File: src/rtl/dfifo32_pkg.sv
// dfifo32_pkg
//  Shared constants for the 16 x 32 synchronous FIFO: default geometry,
//  flag thresholds, the registered flag bundle and the flag computation
//  used by the top level.
package dfifo32_pkg;

  localparam int FIFO_ADDR_WIDTH       = 4;
  localparam int FIFO_DATA_WIDTH       = 32;
  localparam int FIFO_DEPTH            = 1 << FIFO_ADDR_WIDTH;
  localparam int FIFO_ALMOST_FULL_NUM  = 14;
  localparam int FIFO_ALMOST_EMPTY_NUM = 4;

  typedef struct packed {
    logic empty;
    logic almost_empty;
    logic full;
    logic almost_full;
  } fifo_flags_t;

  // Flags for a given occupancy; the caller passes the count that will be
  // valid after the current edge so the flag registers stay cycle-exact.
  function automatic fifo_flags_t fifo_flags(input int count, input int depth,
                                             input int af_num, input int ae_num);
    fifo_flags_t f;
    f.empty        = (count == 0);
    f.almost_empty = (count <= ae_num);
    f.full         = (count == depth);
    f.almost_full  = (count >= af_num);
    return f;
  endfunction

endpackage

File: src/rtl/dfifo32_ram.sv
// dfifo32_ram
//  Simple dual-port RAM, DEPTH x DATA_WIDTH, one synchronous write port and
//  one synchronous read port with a registered output.
// Ports
//  clk      in   clock
//  rst      in   synchronous active-high reset, clears the read register only
//  wr_en    in   write strobe
//  wr_addr  in   write address
//  wr_data  in   write word
//  rd_en    in   read strobe, loads the read register
//  rd_addr  in   read address
//  rd_data  out  registered read word, holds when rd_en is low
module dfifo32_ram
  import dfifo32_pkg::*;
#(
  parameter int ADDR_WIDTH = FIFO_ADDR_WIDTH,
  parameter int DATA_WIDTH = FIFO_DATA_WIDTH
) (
  input  logic                  clk,
  input  logic                  rst,
  input  logic                  wr_en,
  input  logic [ADDR_WIDTH-1:0] wr_addr,
  input  logic [DATA_WIDTH-1:0] wr_data,
  input  logic                  rd_en,
  input  logic [ADDR_WIDTH-1:0] rd_addr,
  output logic [DATA_WIDTH-1:0] rd_data
);

  localparam int DEPTH = 1 << ADDR_WIDTH;

  logic [DATA_WIDTH-1:0] mem [DEPTH];

  // Storage array carries no reset so it maps onto block RAM.
  always_ff @(posedge clk) begin
    if (wr_en) mem[wr_addr] <= wr_data;
  end

  always_ff @(posedge clk) begin
    if (rst)        rd_data <= '0;
    else if (rd_en) rd_data <= mem[rd_addr];
  end

endmodule

File: src/rtl/dfifo32_sync.sv
// dfifo32_sync
//  Single-clock FIFO, 16 x 32 by default, registered read data and
//  registered full/empty/almost flags. Rate-decoupling buffer for the DDR3
//  controller datapath.
// Ports
//  clk           in   clock, rising edge
//  rst           in   synchronous active-high reset
//  wr_data       in   write word
//  wr_en         in   write request, ignored while full
//  full          out  count == DEPTH
//  almost_full   out  count >= ALMOST_FULL_NUM
//  rd_en         in   read request, ignored while empty
//  rd_data       out  read word, holds between reads
//  empty         out  count == 0
//  almost_empty  out  count <= ALMOST_EMPTY_NUM
module dfifo32_sync
  import dfifo32_pkg::*;
#(
  parameter int ADDR_WIDTH       = FIFO_ADDR_WIDTH,
  parameter int DATA_WIDTH       = FIFO_DATA_WIDTH,
  parameter int OUT_REG          = 1,
  parameter int ALMOST_FULL_NUM  = FIFO_ALMOST_FULL_NUM,
  parameter int ALMOST_EMPTY_NUM = FIFO_ALMOST_EMPTY_NUM
) (
  input  logic                  clk,
  input  logic                  rst,
  input  logic [DATA_WIDTH-1:0] wr_data,
  input  logic                  wr_en,
  output logic                  full,
  output logic                  almost_full,
  input  logic                  rd_en,
  output logic [DATA_WIDTH-1:0] rd_data,
  output logic                  empty,
  output logic                  almost_empty
);

  localparam int DEPTH = 1 << ADDR_WIDTH;

  logic [ADDR_WIDTH-1:0] wr_ptr;
  logic [ADDR_WIDTH-1:0] rd_ptr;
  logic [ADDR_WIDTH:0]   count;
  logic [ADDR_WIDTH:0]   count_nxt;
  logic                  wr_acc;
  logic                  rd_acc;
  logic [DATA_WIDTH-1:0] rd_data_p1;
  fifo_flags_t           flags_nxt;

  function automatic logic [ADDR_WIDTH:0] count_next(input logic [ADDR_WIDTH:0] c,
                                                     input logic w, input logic r);
    case ({w, r})
      2'b10:   return c + (ADDR_WIDTH+1)'(1);
      2'b01:   return c - (ADDR_WIDTH+1)'(1);
      default: return c;
    endcase
  endfunction

  // ---- stage p0: accept requests against the registered flags ----
  // Gating by the registered flags means a read while empty can never pick up
  // a word written on the same edge, and a write while full never overwrites
  // the word under rd_ptr.
  assign wr_acc    = wr_en & ~full;
  assign rd_acc    = rd_en & ~empty;
  assign count_nxt = count_next(count, wr_acc, rd_acc);
  assign flags_nxt = fifo_flags(int'(count_nxt), DEPTH, ALMOST_FULL_NUM, ALMOST_EMPTY_NUM);

  always_ff @(posedge clk) begin
    if (rst) begin
      wr_ptr       <= '0;
      rd_ptr       <= '0;
      count        <= '0;
      empty        <= 1'b1;
      almost_empty <= 1'b1;
      full         <= 1'b0;
      almost_full  <= 1'b0;
    end else begin
      if (wr_acc) wr_ptr <= wr_ptr + ADDR_WIDTH'(1);
      if (rd_acc) rd_ptr <= rd_ptr + ADDR_WIDTH'(1);
      count        <= count_nxt;
      empty        <= flags_nxt.empty;
      almost_empty <= flags_nxt.almost_empty;
      full         <= flags_nxt.full;
      almost_full  <= flags_nxt.almost_full;
    end
  end

  // ---- stage p1: RAM read register ----
  dfifo32_ram #(
    .ADDR_WIDTH (ADDR_WIDTH),
    .DATA_WIDTH (DATA_WIDTH)
  ) u_ram (
    .clk     (clk),
    .rst     (rst),
    .wr_en   (wr_acc),
    .wr_addr (wr_ptr),
    .wr_data (wr_data),
    .rd_en   (rd_acc),
    .rd_addr (rd_ptr),
    .rd_data (rd_data_p1)
  );

  // ---- stage p2: optional output register ----
  if (OUT_REG != 0) begin : g_out_reg
    logic                  vld_p1;
    logic [DATA_WIDTH-1:0] rd_data_p2;

    always_ff @(posedge clk) begin
      if (rst) vld_p1 <= 1'b0;
      else     vld_p1 <= rd_acc;
    end

    // Loads only when a read has reached the RAM register, so the output
    // holds its last word between reads.
    always_ff @(posedge clk) begin
      if (rst)         rd_data_p2 <= '0;
      else if (vld_p1) rd_data_p2 <= rd_data_p1;
    end

    assign rd_data = rd_data_p2;
  end else begin : g_no_out_reg
    assign rd_data = rd_data_p1;
  end

endmodule

File: config.mk
export PLATFORM = sky130hd
export DESIGN_NAME = dfifo32_sync
export DESIGN_NICKNAME = d
export VERILOG_FILES = /design/src/rtl/dfifo32_pkg.sv /design/src/rtl/dfifo32_ram.sv /design/src/rtl/dfifo32_sync.sv
export SDC_FILE = /design/constraint.sdc
export NUM_CORES = 1
export LEC_CHECK = 0
export BUFFER_PORTS_ARGS = -buffer_cell sky130_fd_sc_hd__buf_2
export CAP_MARGIN = 20
export CORE_MARGIN = 2
export CORE_UTILIZATION = 44
export DETAILED_ROUTE_END_ITERATION = 6
export GPL_TIMING_DRIVEN = 1
export PLACE_DENSITY = 0.66
export REMOVE_ABC_BUFFERS = 1
export SYNTH_ARGS = -nofsm -noshare
export SYNTH_HDL_FRONTEND = slang
export SYNTH_SLANG_ARGS = --single-unit
File: constraint.sdc
create_clock -name clk -period 5.35 [get_ports clk]
set_input_delay 1.07 -clock clk [delete_from_list [all_inputs] [get_ports clk]]
set_output_delay 1.07 -clock clk [all_outputs]
set_load 0.03 [all_outputs]
==> metrics.cfg <==
[outcome]
outcome = finished clean

[sta]
fin_tns_setup_ps = 0
fin_crit_sh_pct = 55.3
finalSetupViolCount = 0
slew_headroom_pct = 27.7
clock-skew-final_ps = 20.9
fmax_mhz = 338
rsz0062_at_grt = no
drv_slew = 0
hold_viol = 0
layout_min_cycle_time_ps = 2960
worst_pin_slew_ps = 1080
hold_ws_ps = 449

[cts]
cts-root-buf = clkbuf_16
ctsHtreeMaxLevel = 2
cts_hold_buf = 0
cts_setup_buffers = 0
clkTransAtPathRegs_ps = 60
cts_sinks = 594
clk_latency_ps = 610
cts_tree = yes
numCtsBuffers = 58
clock_path_buffers = 3
cts_resized = 0

[synth]
synth_xor_area_share_pct = 0.392
synth_top_family_by_area = multiplexers
synth_ff_type = edfxtp_1
ys_ff_latch = 594
syn_area_per_cell_sq_um = 20.6
synth_common_cells = edfxtp_1 (512), mux4_2 (128), dfxtp_1 (82)
synthMuxAreaShare_pct = 14.4
synth-edff-count = 512
yosysMostFrequentCell = edfxtp_1
synth_fa_ha_area_share_pct = 0.392
async_flop_share_pct = 0
netlist_instances = 1087
synth_top_area_cell = edfxtp_1
synth.lib_cells_used.distinct = 47
syn_area_sq_um = 22400
netlist.area_leader.share_pct = 68.8
synth.area.top_cells = edfxtp_1 (69%), mux4_2 (13%), dfxtp_1 (7.3%)
synthSimpleGateAreaFrac_pct = 2.48
ys_warn_count = 0
synth_compound_area_share_pct = 4.67
ys_seq_area_share_pct = 76.1

[layout]
nets = 1225
antenna_cells = 0
area_growth_syn_to_layout_pct = 14.6
drive_above_1_share_pct = 30.1

[setup_path]
cp_data_arrival_time_ps = 3460
required_ps = 5850
worst-setup-path-type = input pin to flip-flop
start_kind = input pin
endpoint_kind = flip-flop
cp_max_fo = 11
ff2ff_path_depth = 10

[floorplanning]
core_area_sq_um = 50200
top_level_ports = 72
die_area_sq_um = 52600
die_w_microns = 229
initial_core_util_pct = 44.6
num_rows = 82
die_h_microns = 229

[place]
port_buffers = 71
dp_hpwl_mm = 24.6
gp_congestion = 0.712

[detailed_routing]
num_vias = 10501
wl_mm = 44.5
first_pass_iters = 5
ant_nets = 0
drc = 0
drtIter0Drc = 881
viasPerCell = 5.52
wire_per_inst_microns = 23.4

[global_routing]
grt_pass1_wl_mm = 68.6
grt_max_degree = 52
antenna_found_initial = 0
grt_overflow = 0
grt.total_usage_pct = 17.3
grt_pass1_vias = 11094

[min_path]
worstHoldPathCells = 2
hp-class = flip-flop to flip-flop

[pwr]
p_leak_nw = 8.06
total_power_mw = 10.5
p_per_area_nw_per_um2 = 409
ir_worst_vdd_v = 0.000252

[flow_run]
max_cap_violations = 0

-- placed cells by master, fill, tap and decap left out, types with 14 or more instances in the layout --
cell type,instances
a221oi_2,31
a22o_1,32
buf_2,71
buf_4,20
clkbuf_1,14
clkbuf_16,59
clkinv_1,15
dfxtp_1,79
edfxtp_1,512
mux2i_1,33
mux4_2,128
nand2_1,45
nor2_1,45
nor2_4,14
o21ai_1,32
-- layer usage --
| metal | routed length, microns | vias up | GRT usage [%] |
|---|---|---|---|
| li1 | - | 4655 | - |
| met1 | 19600 | 5519 | 24.0 |
| met2 | 21900 | 252 | 28.2 |
| met3 | 2170 | 75 | 3.19 |
| met4 | 847 | 0 | 4.44 |
| met5 | 0 | - | 0 |
-- metrics by stage --
step | util [%] | cells | area, sq um | setup WS [ps]
floorplan | - | 1021 | 22000 | -1320
global placement | 46.9 | 1785 | 23500 | 1910
detailed placement | 47.2 | 1791 | 23700 | 1850
CTS | 50.9 | 1901 | 25500 | 2430
global route | 51.1 | 1904 | 25600 | 2290
finish | 51.1 | 1904 | 25600 | 2390
-- flip-flops by register name (all words and copies together), names as in the netlist --
register / cells
empty: 1
rd_ptr: 4
full: 1
u_ram.rd_data: 32
almost_empty: 1
rd_data: 32
g_out_reg.vld_p1: 1
wr_ptr: 4
u_ram.mem: 512
count: 5
almost_full: 1
-- cell type report --
type | instances | area, sq um
Clock inverter | 32 | 249
Sequential cell | 594 | 17000
Fill cell | 3937 | 24600
Timing Repair Buffer | 101 | 751
Clock buffer | 78 | 1600
Multi-Input combinational cell | 420 | 5130
Tap cell | 672 | 841
Inverter | 7 | 26.3
-- final timing paths --
kind,from,end,slack [ps]
setup / recovery,wr_en,almost_full,2390
hold / removal,u_ram.rd_data[30],u_ram.rd_data[30],450
setup reg to reg,full,almost_full,2640
hold reg to reg,u_ram.rd_data[30],u_ram.rd_data[30],450
-- worst max-delay path, stage by stage --
cell      delay (ps)
buf_2             70
nor2b_2          470
inv_2            150
nand2_1          150
xnor2_1          130
ha_1             240
a21oi_1           70
a21boi_1         160
or4_4            500
and2_1           200
o32ai_1          240
-- cell families after synthesis --
kind of cell	count (synthesis)
xor+xnor	10
fa+ha+maj	7
buf+inv	73
flops	594
mux	161
compound gates	115
simple gates	127
-- power breakdown --
group          internal, mW  switching, mW
sequential             5.19         0.0991
combinational         0.608          0.652
clock                  2.24           1.69
total                  8.04           2.44
Power figures use the tool's default switching activity.
